--- config.mk ---
export PLATFORM = sky130hd
export DESIGN_NAME = wavetable_nco_flat
export DESIGN_NICKNAME = d
export VERILOG_FILES = /design/src/rtl/wavetable_nco_pkg.sv /design/src/rtl/wavetable_nco_if.sv /design/src/rtl/wavetable_amp_scale.sv /design/src/rtl/wavetable_nco.sv /design/src/flat_wrapper.sv
export SDC_FILE = /design/constraint.sdc
export NUM_CORES = 1
export LEC_CHECK = 0
export ABC_CLOCK_PERIOD_IN_PS = 3290
export CORE_MARGIN = 8
export CORE_UTILIZATION = 23
export CTS_BUF_LIST = sky130_fd_sc_hd__clkbuf_16
export CTS_CLUSTER_SIZE = 25
export DETAILED_ROUTE_END_ITERATION = 7
export PLACE_DENSITY = 0.39
export SYNTH_ARGS = -nofsm -noshare
export SYNTH_HDL_FRONTEND = slang
export SYNTH_HIERARCHICAL = 1
export SYNTH_SLANG_ARGS = --single-unit
--- constraint.sdc ---
create_clock -name clk -period 3.29 [get_ports clk]
set_clock_uncertainty 0.15 [all_clocks]
set_input_delay 0.658 -clock clk [delete_from_list [all_inputs] [get_ports clk]]
set_output_delay 0.658 -clock clk [all_outputs]
set_load 0.1 [all_outputs]
--- src/rtl/wavetable_nco_pkg.sv ---
// Shared constants and state encoding for the wavetable NCO and its scaling stage.
package wavetable_nco_pkg;

    localparam int TABLE_AW    = 8;
    localparam int TABLE_DW    = 9;
    localparam int PHASE_W_DEF = 24;
    localparam int AMP_W_DEF   = 8;

    typedef enum logic [1:0] {
        IDLE = 2'd0,
        RUN  = 2'd1,
        STOP = 2'd2
    } nco_state_e;

endpackage

--- src/rtl/wavetable_nco_if.sv ---
// Address/data bus between the NCO (master) and the external wavetable (slave).
interface wavetable_nco_if;
    import wavetable_nco_pkg::*;

    logic [TABLE_AW-1:0] table_pos;
    logic [TABLE_DW-1:0] table_level;

    modport master (output table_pos, input table_level);
    modport slave  (input table_pos, output table_level);

endinterface

--- src/rtl/wavetable_amp_scale.sv ---
// Registered signed level times unsigned amplitude, scaled down by 2^8 into a 9-bit sample.
module wavetable_amp_scale
    import wavetable_nco_pkg::*;
#(
    parameter int AMP_W = AMP_W_DEF
) (
    input  logic                clk,
    input  logic                rst_n,
    input  logic                valid_i,
    input  logic                active_i,
    input  logic [TABLE_DW-1:0] level_i,
    input  logic [AMP_W-1:0]    amp_i,
    output logic [TABLE_DW-1:0] sample_o,
    output logic                valid_o
);

    localparam int PROD_W = TABLE_DW + AMP_W + 1;

    logic signed [PROD_W-1:0] prod;
    logic [TABLE_DW-1:0]      sample_d;
    logic [TABLE_DW-1:0]      sample_q;
    logic                     valid_q;
    logic                     unused_prod_bits;

    // Zero-extending amp keeps it non-negative, so the product never exceeds 9 bits after the shift.
    assign prod             = $signed(level_i) * $signed({1'b0, amp_i});
    assign sample_d         = active_i ? prod[TABLE_DW+7:8] : '0;
    assign unused_prod_bits = ^{prod[PROD_W-1:TABLE_DW+8], prod[7:0]};

    always_ff @(posedge clk or negedge rst_n) begin
        if (!rst_n) begin
            sample_q <= '0;
            valid_q  <= 1'b0;
        end else begin
            valid_q <= valid_i;
            if (valid_i) begin
                sample_q <= sample_d;
            end
        end
    end

    assign sample_o = sample_q;
    assign valid_o  = valid_q;

endmodule

--- src/rtl/wavetable_nco.sv ---
// Gated phase-accumulator oscillator: addresses the wavetable once per tick and emits scaled samples.
module wavetable_nco
    import wavetable_nco_pkg::*;
#(
    parameter int PHASE_W = PHASE_W_DEF,
    parameter int AMP_W   = AMP_W_DEF
) (
    input  logic                clk,
    input  logic                rst_n,
    input  logic                gate,
    input  logic                sample_tick,
    input  logic [PHASE_W-1:0]  freq_word,
    input  logic [AMP_W-1:0]    amp,
    wavetable_nco_if.master     tbl,
    output logic [TABLE_DW-1:0] sample_out,
    output logic                sample_valid,
    output logic                active
);

    nco_state_e           state_q;
    nco_state_e           state_d;
    logic [PHASE_W-1:0]   phase_q;
    logic [PHASE_W-1:0]   phase_d;
    logic                 gate_q;
    logic [TABLE_AW-1:0]  pos_q;
    logic [1:0]           vld_q;
    logic [1:0]           act_q;
    logic                 act_d;
    logic                 rise;
    logic                 fall;
    logic [PHASE_W:0]     sum_w;

    assign rise  = gate & ~gate_q;
    assign fall  = ~gate & gate_q;
    assign sum_w = {1'b0, phase_q} + {1'b0, freq_word};

    always_ff @(posedge clk or negedge rst_n) begin
        if (!rst_n) begin
            state_q <= IDLE;
        end else begin
            state_q <= state_d;
        end
    end

    // A release only ends the note once the accumulator carries out, so the waveform finishes its cycle.
    always_comb begin
        state_d = state_q;
        phase_d = phase_q;
        case (state_q)
            IDLE: begin
                phase_d = '0;
                if (rise) begin
                    state_d = RUN;
                    phase_d = sample_tick ? freq_word : '0;
                end
            end
            RUN: begin
                if (sample_tick) phase_d = sum_w[PHASE_W-1:0];
                if (fall) state_d = STOP;
            end
            STOP: begin
                if (rise) begin
                    state_d = RUN;
                    if (sample_tick) phase_d = sum_w[PHASE_W-1:0];
                end else if (sample_tick) begin
                    if (sum_w[PHASE_W]) begin
                        state_d = IDLE;
                        phase_d = '0;
                    end else begin
                        phase_d = sum_w[PHASE_W-1:0];
                    end
                end
            end
            default: begin
                state_d = IDLE;
                phase_d = '0;
            end
        endcase
    end

    always_comb begin
        active = (state_q != IDLE);
    end

    assign act_d = sample_tick & (state_d != IDLE);

    // Valid/active bits ride a shift register alongside the table round trip, allowing back-to-back ticks.
    always_ff @(posedge clk or negedge rst_n) begin
        if (!rst_n) begin
            phase_q <= '0;
            gate_q  <= 1'b0;
            pos_q   <= '0;
            vld_q   <= '0;
            act_q   <= '0;
        end else begin
            phase_q <= phase_d;
            gate_q  <= gate;
            pos_q   <= phase_d[PHASE_W-1 -: TABLE_AW];
            vld_q   <= {vld_q[0], sample_tick};
            act_q   <= {act_q[0], act_d};
        end
    end

    assign tbl.table_pos = pos_q;

    wavetable_amp_scale #(
        .AMP_W (AMP_W)
    ) u_scale (
        .clk      (clk),
        .rst_n    (rst_n),
        .valid_i  (vld_q[1]),
        .active_i (act_q[1]),
        .level_i  (tbl.table_level),
        .amp_i    (amp),
        .sample_o (sample_out),
        .valid_o  (sample_valid)
    );

endmodule
--- src/flat_wrapper.sv ---
// flat-port wrapper written by rule: the top's interface ports become plain ports
module wavetable_nco_flat import wavetable_nco_pkg::*;
#(
    parameter int PHASE_W = PHASE_W_DEF,
    parameter int AMP_W   = AMP_W_DEF
)
  (clk, rst_n, gate, sample_tick, freq_word, amp, sample_out, sample_valid, active, tbl_table_pos, tbl_table_level);
  wavetable_nco_if tbl_i ();
  input  logic clk;
  input  logic rst_n;
  input  logic gate;
  input  logic sample_tick;
  input  logic [PHASE_W-1:0] freq_word;
  input  logic [AMP_W-1:0] amp;
  output logic [TABLE_DW-1:0] sample_out;
  output logic sample_valid;
  output logic active;
  output wire logic [$bits(tbl_i.table_pos)-1:0] tbl_table_pos;
  input wire logic [$bits(tbl_i.table_level)-1:0] tbl_table_level;
  assign tbl_table_pos = tbl_i.table_pos;
  assign tbl_i.table_level = tbl_table_level;
  wavetable_nco #(.PHASE_W(PHASE_W), .AMP_W(AMP_W)) u_core (.clk(clk), .rst_n(rst_n), .gate(gate), .sample_tick(sample_tick), .freq_word(freq_word), .amp(amp), .tbl(tbl_i), .sample_out(sample_out), .sample_valid(sample_valid), .active(active));
endmodule
==> out/qor.yml, run 1 <==
final.setup.tns_ns: -8.89
setup_ws_ns: -1.09
rows: 58
finalNetCount: 976
wl_per_cell_um: 15.0
antenna_left: 0
crit_path_top_delay_cell: "fa_1"
synth.avg_cell_area_sq_um: 9.00
clk_pin_slew_ns: 0.06
min_path_cells: 0
chipWidth_um: 176
cts_root_buf: "clkbuf_16"
area_growth_pct: 41.4
synth_most_common_cell: "inv_1"
status: "complete, but fails checks"
final-hold-violation-count: 0
synth_edf_count: 0
drv_cap: 0
synth_cell_types: 73
place_ws_ns: -1.98
ys_top_cells_by_count: "inv_1, fa_1, ha_1"
critPathKind: "input pin to flop"
arrival_ns: 4.38
dieArea_sq_mm: 0.0309
ys_ff_latch: 41
post-place-cells: 1128
r2r_cells: 12
grt_pass1_vias: 5678
cts_buffers: 5
r2r_slack_ns: 0.38
grt_use_total_pct: 11.4
syn_nets: 808
syn_inst: 652
synth.cell_area_sq_mm: 0.00587
synth_top_area_cell: "fa_1"
multiInputGateArea_sq_mm: 0.00471
start_util_pct: 23.4
yosys_warnings: 6
drt-initial-drc-count: 245
r2r_start: "u_core/phase_q[0]"
core_area_sq_mm: 0.0251
io_buffers: 63
grt-ovfl-total: 0
synth.top_cells.by_area: "fa_1, dfrtp_1, ha_1"
fin_crit_sh_pct: 133
grt_pass1_wl_um: 29200
fillCellCount: 2646
peakVddDrop_uv: 421
synth_top_area_share_pct: 19.8
tightest_slew_ns: 1.02
clock_sinks: 41
gp_congestion: 0.846
min_to: "u_core/vld_q[1]"
cts-htree-levels: 2
startpoint_type: "input pin"
cts_tree: "built"
ctsLongestPathBuffers: 2
fmax_mhz: 228
path_cells: "buf_12 > and2_4 > fa_1 > inv_2 > buf_6 > fa_1 > inv_1 > fa_1 > inv_1 > fa_1 > inv_2 > ha_4 > a21o_1 > a31o_1 > a31o_4 > a2111oi_4 > o32ai_1"
timing.hold.ws_ns: 0.200
violations: "negative setup slack"
routed_wl_um: 17300
r2r_end: "u_core/act_q[0]"
critPathMaxFanout: 5
rsz0062_at_grt: "true"
dr.pass1.iters: 4
drt-vias-per-instance: 4.55
dp_hpwl_um: 14100
period_needed_ns: 4.38
seqCellArea_sq_mm: 0.00103
path_buf_inv: 6
diodes: 0
crit_top_cell: "fa_1"
crit_required_ns: 3.30
slew_headroom_pct: 31.8
die_h_um: 176
end_kind: "flop"
slew_viol_final: 0
worstHoldStart: "u_core/vld_q[0]"
leakagePower_nw: 3.93
drc: 0
vias: 5233
setup_viol: 9
hold_class: "flop to flop"
grt_max_degree: 42
antenna_found_initial: 0
hold_buffers: 0
synth-seq-area-share_pct: 17.5
final-instance-count-excl-fill: 1151
io_pins: 64
critPathTopFamily: "adder cells"
clk_latency_ns: 0.29
power.density_mw_per_mm2: 903
ys.flop_type: "dfrtp_1"
critPathMaxStageDelay_ns: 0.55
async_flop_share_pct: 100
drive_gt1_share_pct: 33.6
==> worst register-to-register path, stage by stage (launching register included) <==
cell and delay (ns):
dfrtp_1 0.39, ha_2 0.20, inv_1 0.08, fa_2 0.24, nor2b_4 0.05, o31a_4 0.28, o2111a_2 0.29, or2_4 0.28
a41oi_4 0.24, buf_6 0.16, a21oi_2 0.04, o32ai_2 0.29, o21a_1 0.16
==> cells by family after synthesis <==
logic type	synth area share (%)
mux	0.725
buf+inv	9.64
compound gates	21.8
xor+xnor	4.80
fa+ha+maj	31.1
simple gates	14.5
flops	17.5
==> layout make-up <==
type | instances | area share (%)
clock inverter | 3 | 0.452
tap | 330 | 4.98
inverter | 93 | 4.21
multi-input combinational | 488 | 56.7
sequential | 41 | 12.4
timing repair buffer | 191 | 19.7
clock buffer | 5 | 1.51
==> registers in the layout (all words and copies together), names as in the netlist <==
name                     count
u_core/act_q                 2
u_core/gate_q                1
u_core/phase_q              24
u_core/state_q               2
u_core/u_scale/sample_o      9
u_core/u_scale/valid_o       1
u_core/vld_q                 2
==> report_power, final <==
group          internal, mW  leakage, nW  switching, mW  total [mW]
sequential            0.679        0.542          0.140       0.820
combinational          2.82         3.30           3.30        6.11
clock                 0.353       0.0826          0.207       0.560
total                  3.85         3.93           3.64        7.49
==> repair_timing <==
action	in CTS	in global routing
endpoints found under the setup margin	29	25
pin swaps	51	40
cloned	0	0
gates resized for setup	169	29
buffers inserted	8	8
==> placed cells by master (no fill, tap or decap), types with 5 or more instances in the layout <==
cell             instances
xnor2_1                 14
clkbuf_16                5
a21oi_2                  9
nand4_1                  5
a21o_1                  15
dfrtp_1                 41
ha_4                    10
o21ai_1                 11
a21oi_1                 30
ha_1                    41
nor2_1                  19
buf_2                    5
and2_1                  32
inv_2                   13
and2_4                  10
fa_1                    53
buf_6                   22
nand2_2                  9
nand3_1                  7
a22oi_1                 23
xor2_1                   8
fa_2                     5
inv_1                   81
nand2_1                 40
buf_4                  131
clkdlybuf4s50_1         23
o21ai_0                 24
o211ai_1                 5
a22o_1                   6
nor3_1                   9
==> worst max path at each step <==
stage	start	endpoint	slack, ns	depth (start not counted)
after floorplan	amp[1]	u_core/u_scale/sample_o[7]	-1.29	16
after global placement	amp[5]	u_core/u_scale/sample_o[7]	-1.98	14
after detailed placement	tbl_table_level[6]	u_core/u_scale/sample_o[7]	-1.98	16
after CTS	amp[1]	u_core/u_scale/sample_o[8]	-1.09	17
after global routing	amp[2]	u_core/u_scale/sample_o[8]	-1.21	17
final	amp[2]	u_core/u_scale/sample_o[7]	-1.09	17
==> per-layer routing <==
metal,GRT usage [%],vias to the layer above,share of wire (%)
li1,-,2566,-
met1,14.6,2546,45
met2,19.3,100,49
met3,1.91,21,4.1
met4,3.78,0,2.2
met5,0,-,0
==> per-stage QoR <==
stage                     utilization, %  instance area (sq um)  power (mW)
final                               33.0                   8300        7.49
after floorplan                        -                   5970        4.33
after CTS                           32.4                   8120        7.32
after global routing                33.0                   8300        8.15
after global placement              30.2                   7580        6.01
after detailed placement            30.2                   7580        6.02
Power figures use the tool's default switching activity.
==> inputs of run 2 (changes only) <==
--- a/config.mk
+++ b/config.mk
@@ -6,12 +6,13 @@
 export NUM_CORES = 1
 export LEC_CHECK = 0
 export ABC_CLOCK_PERIOD_IN_PS = 3290
+export CAP_MARGIN = 20
 export CORE_MARGIN = 8
-export CORE_UTILIZATION = 23
+export CORE_UTILIZATION = 59
 export CTS_BUF_LIST = sky130_fd_sc_hd__clkbuf_16
 export CTS_CLUSTER_SIZE = 25
 export DETAILED_ROUTE_END_ITERATION = 7
-export PLACE_DENSITY = 0.39
+export PLACE_DENSITY = 0.83
 export SYNTH_ARGS = -nofsm -noshare
 export SYNTH_HDL_FRONTEND = slang
 export SYNTH_HIERARCHICAL = 1
==> out/qor.yml, run 2 (synthesis results as in run 1) <==
drt-vias-per-instance: 6.12  # +35%
drv_cap: 0  # unchanged
io_pins: 64  # unchanged
grt_pass1_wl_um: 29200  # about the same
p_seq_share_pct: 11.4  # +0.5 points
utilization_pct: 80.6  # +48 points
power.density_mw_per_mm2: 960  # +6.3%
period_needed_ns: 4.53  # +0.146 ns
critPathMaxFanout: 7  # +2
grt-ovfl-total: 0  # unchanged
drt-initial-drc-count: 479  # +96%
post-place-cells: 912  # -19%
end_kind: "flop"
drive_gt1_share_pct: 31.0  # -2.6 points
final-hold-violation-count: 0  # unchanged
fillCellCount: 590  # -78%
dr.pass1.iters: 6  # +2
arrival_ns: 4.53  # +0.15 ns
chipWidth_um: 116  # -34%
drc: 0  # unchanged
layout_common_cells: "buf_4, inv_1, fa_1"
wl_per_cell_um: 19.9  # +32%
vias: 5730  # +9.5%
final_common_cell: "buf_4"
hold_class: "flop to flop"
io_buffers: 63  # unchanged
path_cells: "buf_8 > and2_4 > fa_1 > inv_2 > fa_1 > inv_1 > fa_1 > inv_1 > fa_1 > inv_2 > ha_4 > a21o_1 > a31o_1 > a31o_4 > a2111oi_4 > o32ai_2"
rows: 36  # -38%
critPathMaxStageDelay_ns: 0.56  # about the same
combPwrFrac_pct: 80.9  # -0.7 points
tightest_slew_ns: 0.977  # -0.0466 ns
cts_buffers: 5  # unchanged
hold_buffers: 0  # unchanged
startpoint_type: "input pin"
die_h_um: 116  # -34%
critPathKind: "input pin to flop"
slew_viol_final: 0  # unchanged
gp_congestion: 0.892  # +5.5%
crit_top_cell: "fa_1"
clk_pin_slew_ns: 0.07  # about the same
routed_wl_um: 18600  # +7.3%
core_area_sq_mm: 0.00973  # -61%
slew_headroom_pct: 34.9  # +3.1 points
diodes: 0  # unchanged
cts-htree-levels: 2  # unchanged
cts_root_buf: "clkbuf_16"
final-instance-count-excl-fill: 936  # -19%
violations: "negative setup slack"
dieArea_sq_mm: 0.0134  # -57%
leakagePower_nw: 3.80  # -3.3%
cts_tree: "built"
crit_required_ns: 3.29  # about the same
path_buf_inv: 5  # -1
largest_register_ffs: 24  # unchanged
dp_hpwl_um: 12700  # -10%
clock_power_share_pct: 7.7  # +0.2 points
rsz0062_at_grt: "true"
clk_latency_ns: 0.29  # about the same
setup_ws_ns: -1.24  # -0.146 ns
internal_power_mw: 3.71  # -3.6%
grt_use_total_pct: 27.4  # +16 points
crit_path_top_delay_cell: "fa_1"
status: "complete, but fails checks"
p_total_mw: 7.53  # +0.50%
swShare_pct: 50.7  # +2.1 points
top_register: "u_core/phase_q"
fmax_mhz: 221  # -3.2%
grt_max_degree: 42  # unchanged
fin_crit_sh_pct: 138  # +4.4 points
grt_pass1_vias: 6000  # +5.7%
clock_sinks: 41  # unchanged
p_sw_mw: 3.82  # +4.8%
antenna_found_initial: 0  # unchanged
critPathTopFamily: "adder cells"
setup_viol: 9  # unchanged
start_util_pct: 60.3  # +37 points
peakVddDrop_uv: 744  # +77%
antenna_left: 0  # unchanged
ctsLongestPathBuffers: 2  # unchanged
area_growth_pct: 33.7
finalNetCount: 958  # -1.8%
-- run 2: per-stage QoR --
step	setup TNS, ns	area (sq um)	hold slack, ns	worst slack (ns)
3_5_place_dp	-23.16	7200	0.185	-1.99
4_1_cts	-8.31	7740	0.199	-1.14
6_report	-9.53	7850	0.216	-1.24
2_1_floorplan	-9.59	5970	0.181	-1.29
3_3_place_gp	-21.47	7200	0.186	-1.82
5_1_grt	-10.18	7850	0.233	-1.31
-- run 2: power by group through the flow --
stage / combinational (mW) / sequential, mW / clock [mW]
6_report: 6.09 / 0.857 / 0.582
5_1_grt: 6.44 / 0.874 / 0.608
4_1_cts: 5.62 / 0.838 / 0.585
3_5_place_dp: 4.96 / 0.841 / 0
3_3_place_gp: 4.79 / 0.831 / 0
2_1_floorplan: 3.25 / 1.08 / 0
-- run 2: layout make-up --
cell class	instances	area (sq um)	area share (%)
clock buffers	5	125	1.59
clock inverters	3	46.3	0.590
inverters	93	349	4.45
multi-input cells	488	4660	59.5
flip-flops and latches	41	1030	13.1
well taps	133	166	2.12
repair buffers	173	1470	18.7
-- run 2: repair_timing --
action	CTS	global route
resized for setup	149	21
setup buffers	13	3
setup endpoints to repair	16	32
endpoints found under the hold margin	0	0
cloned	0	0
pin swaps	45	28
-- run 2: final timing paths --
kind | endpoint | cells after the start | slack (ns) | from
worst min register to register | u_core/vld_q[1] | 0 | 0.22 | u_core/vld_q[0]
min in group asynchronous | u_core/phase_q[19] | 1 | 0.38 | rst_n
worst min-delay path | u_core/vld_q[1] | 0 | 0.22 | u_core/vld_q[0]
max in group asynchronous | u_core/phase_q[17] | 1 | 2.01 | rst_n
worst max-delay path | u_core/u_scale/sample_o[7] | 16 | -1.24 | tbl_table_level[8]
worst max register to register | u_core/act_q[0] | 12 | 0.35 | u_core/phase_q[0]
-- run 2: per-layer routing --
metal	vias up	wire length [um]	global-route usage (%)
met5	-	0	0
met4	0	569	7.61
met3	69	1500	4.95
met2	315	9370	48.3
met1	2820	7150	33.5
li1	2526	-	-
-- run 2: worst register-to-register path, stage by stage (launching register included) --
cell and delay, ns:
dfrtp_1 0.41, ha_4 0.19, inv_2 0.07, fa_2 0.26, nor2b_4 0.06, o31a_4 0.28, o2111a_1 0.28, or2_4 0.27
a41oi_4 0.23, buf_12 0.16, a21oi_2 0.04, o32ai_2 0.30, o21a_1 0.17
==> inputs of run 3 (changes only) <==
--- a/config.mk
+++ b/config.mk
@@ -8,11 +8,11 @@
 export ABC_CLOCK_PERIOD_IN_PS = 3290
 export CAP_MARGIN = 20
 export CORE_MARGIN = 8
-export CORE_UTILIZATION = 59
+export CORE_UTILIZATION = 48
 export CTS_BUF_LIST = sky130_fd_sc_hd__clkbuf_16
 export CTS_CLUSTER_SIZE = 25
 export DETAILED_ROUTE_END_ITERATION = 7
-export PLACE_DENSITY = 0.83
+export PLACE_DENSITY = 0.7
 export SYNTH_ARGS = -nofsm -noshare
 export SYNTH_HDL_FRONTEND = slang
 export SYNTH_HIERARCHICAL = 1
==> out/qor.yml, run 3 (synthesis results as in run 1) <==
rows: 40  # +11%
dr.pass1.iters: 5  # -1
chipWidth_um: 127  # +9.4%
final_area_sq_mm: 0.00797  # +1.6%
finalNetCount: 963  # +0.52%
drv_cap: 0  # unchanged
drc: 0  # unchanged
start_util_pct: 49.0  # -11 points
leakagePower_nw: 3.85  # +1.2%
antenna_found_initial: 0  # unchanged
critPathKind: "input pin to flop"
hold_class: "input pin to async pin"
drive_gt1_share_pct: 32.8  # +1.8 points
hold_buffers: 0  # unchanged
startpoint_type: "input pin"
power.density_mw_per_mm2: 948  # -1.3%
final_common_cell: "buf_4"
fillCellCount: 945  # +60%
cp-endpoint: "u_core/u_scale/sample_o[5]"
slew_headroom_pct: 65.4  # +31 points
p_total_mw: 7.56  # +0.33%
core_area_sq_mm: 0.0120  # +23%
swShare_pct: 49.2  # -1.6 points
utilization_pct: 66.7  # -14 points
period_needed_ns: 4.47  # -0.0560 ns
fmax_mhz: 224  # +1.3%
tightest_slew_ns: 0.517  # -0.460 ns
setup_viol: 9  # unchanged
violations: "negative setup slack"
clock_sinks: 41  # unchanged
rsz0062_at_grt: "true"
grt_pass1_vias: 5535  # -7.8%
status: "complete, but fails checks"
setup_ws_ns: -1.18  # +0.0560 ns
cts_root_buf: "clkbuf_16"
p_sw_mw: 3.71  # -2.7%
internal_power_mw: 3.84  # +3.5%
diodes: 0  # unchanged
largest_register_ffs: 24  # unchanged
end_kind: "flop"
final-hold-violation-count: 0  # unchanged
dp_hpwl_um: 12200  # -4.2%
r2r_cells: 13  # +1
antenna_left: 0  # unchanged
critPathLaunch: "tbl_table_level[8]"
grt_max_degree: 42  # unchanged
arrival_ns: 4.50  # -0.03 ns
peakVddDrop_uv: 417  # -44%
grt-ovfl-total: 0  # unchanged
critPathMaxFanout: 7  # unchanged
slew_viol_final: 0  # unchanged
ctsLongestPathBuffers: 2  # unchanged
clk_pin_slew_ns: 0.07  # about the same
timing.hold.ws_ns: 0.123  # -0.0924 ns
clock_power_share_pct: 7.7  # about the same
combPwrFrac_pct: 81.1  # +0.2 points
drt-initial-drc-count: 427  # -11%
vias: 5370  # -6.3%
routed_wl_um: 16400  # -12%
grt_pass1_wl_um: 26700  # -8.5%
crit_required_ns: 3.32  # +0.03 ns
io_pins: 64  # unchanged
top_register: "u_core/phase_q"
cts_tree: "built"
cts-htree-levels: 2  # unchanged
wl_per_cell_um: 17.2  # -14%
gp_congestion: 0.884  # -0.89%
r2r_slack_ns: 0.41  # +0.06 ns
r2r_start: "u_core/phase_q[0]"
clk_latency_ns: 0.30  # about the same
dpl-instance-area_sq_mm: 0.00723  # +0.45%
area_growth_pct: 35.9
grt_use_total_pct: 20.1  # -7.3 points
dieArea_sq_mm: 0.0160  # +20%
fin_crit_sh_pct: 136  # -1.7 points
io_buffers: 63  # unchanged
p_seq_share_pct: 11.2  # -0.2 points
cts_buffers: 5  # unchanged
r2r_end: "u_core/act_q[0]"
drt-vias-per-instance: 5.62  # -8.1%
die_h_um: 127  # +9.4%
layout_common_cells: "buf_4, inv_1, fa_1"
==> run 3: how the worst min path moves through the flow <==
stage	to	slack [ns]	depth (start not counted)	from
floorplan	u_core/act_q[1]	0.18	0	u_core/act_q[0]
global placement	u_core/vld_q[1]	0.18	0	u_core/vld_q[0]
detailed placement	u_core/act_q[1]	0.18	0	u_core/act_q[0]
CTS	u_core/act_q[1]	0.20	0	u_core/act_q[0]
global route	u_core/phase_q[23]	0.16	1	rst_n
finish	u_core/phase_q[21]	0.12	1	rst_n
==> run 3: critical path: stages <==
cell	delay (ns)
buf_12	0.11
and2_4	0.15
fa_1	0.59
inv_4	0.08
fa_1	0.48
inv_1	0.05
fa_1	0.49
inv_1	0.05
fa_1	0.49
inv_2	0.05
ha_4	0.23
a21o_1	0.16
a31o_1	0.21
a31o_4	0.24
buf_4	0.14
xor2_2	0.14
a22o_1	0.18
==> run 3: timing repair <==
action	in CTS	in global routing
setup endpoints to repair	15	31
buffers inserted	9	10
cloned	0	0
resized for setup	146	39
pin swaps	51	29
==> run 3: metrics by stage <==
stage / setup slack [ns] / TNS [ns] / std cells
detailed placement: -1.96 / -22.85 / 928
CTS: -1.11 / -7.77 / 945
finish: -1.18 / -8.44 / 955
floorplan: -1.29 / -9.59 / 652
global placement: -1.85 / -21.60 / 928
global route: -1.27 / -9.35 / 955
==> run 3: layer usage <==
layer / track usage, % / share of wire [%] / vias up
met3: 2.81 / 4.3 / 19
met2: 34.5 / 50 / 145
met5: 0 / 0 / -
met1: 26.5 / 44 / 2663
li1: - / - / 2543
met4: 3.89 / 1.1 / 0
==> run 3: power by group through the flow <==
stage,clock [mW],sequential (mW),combinational [mW]
floorplan,0,1.08,3.25
global placement,0,0.837,4.81
detailed placement,0,0.846,4.92
CTS,0.600,0.841,5.56
global route,0.617,0.870,6.57
finish,0.582,0.848,6.13
==> run 3: final cells by class <==
class | instances | area, sq um | area share [%]
Sequential cell | 41 | 1030 | 12.9
Clock buffer | 5 | 125 | 1.57
Clock inverter | 3 | 46.3 | 0.581
Multi-Input combinational cell | 488 | 4700 | 58.9
Inverter | 93 | 354 | 4.44
Timing Repair Buffer | 178 | 1540 | 19.3
Tap cell | 147 | 184 | 2.31
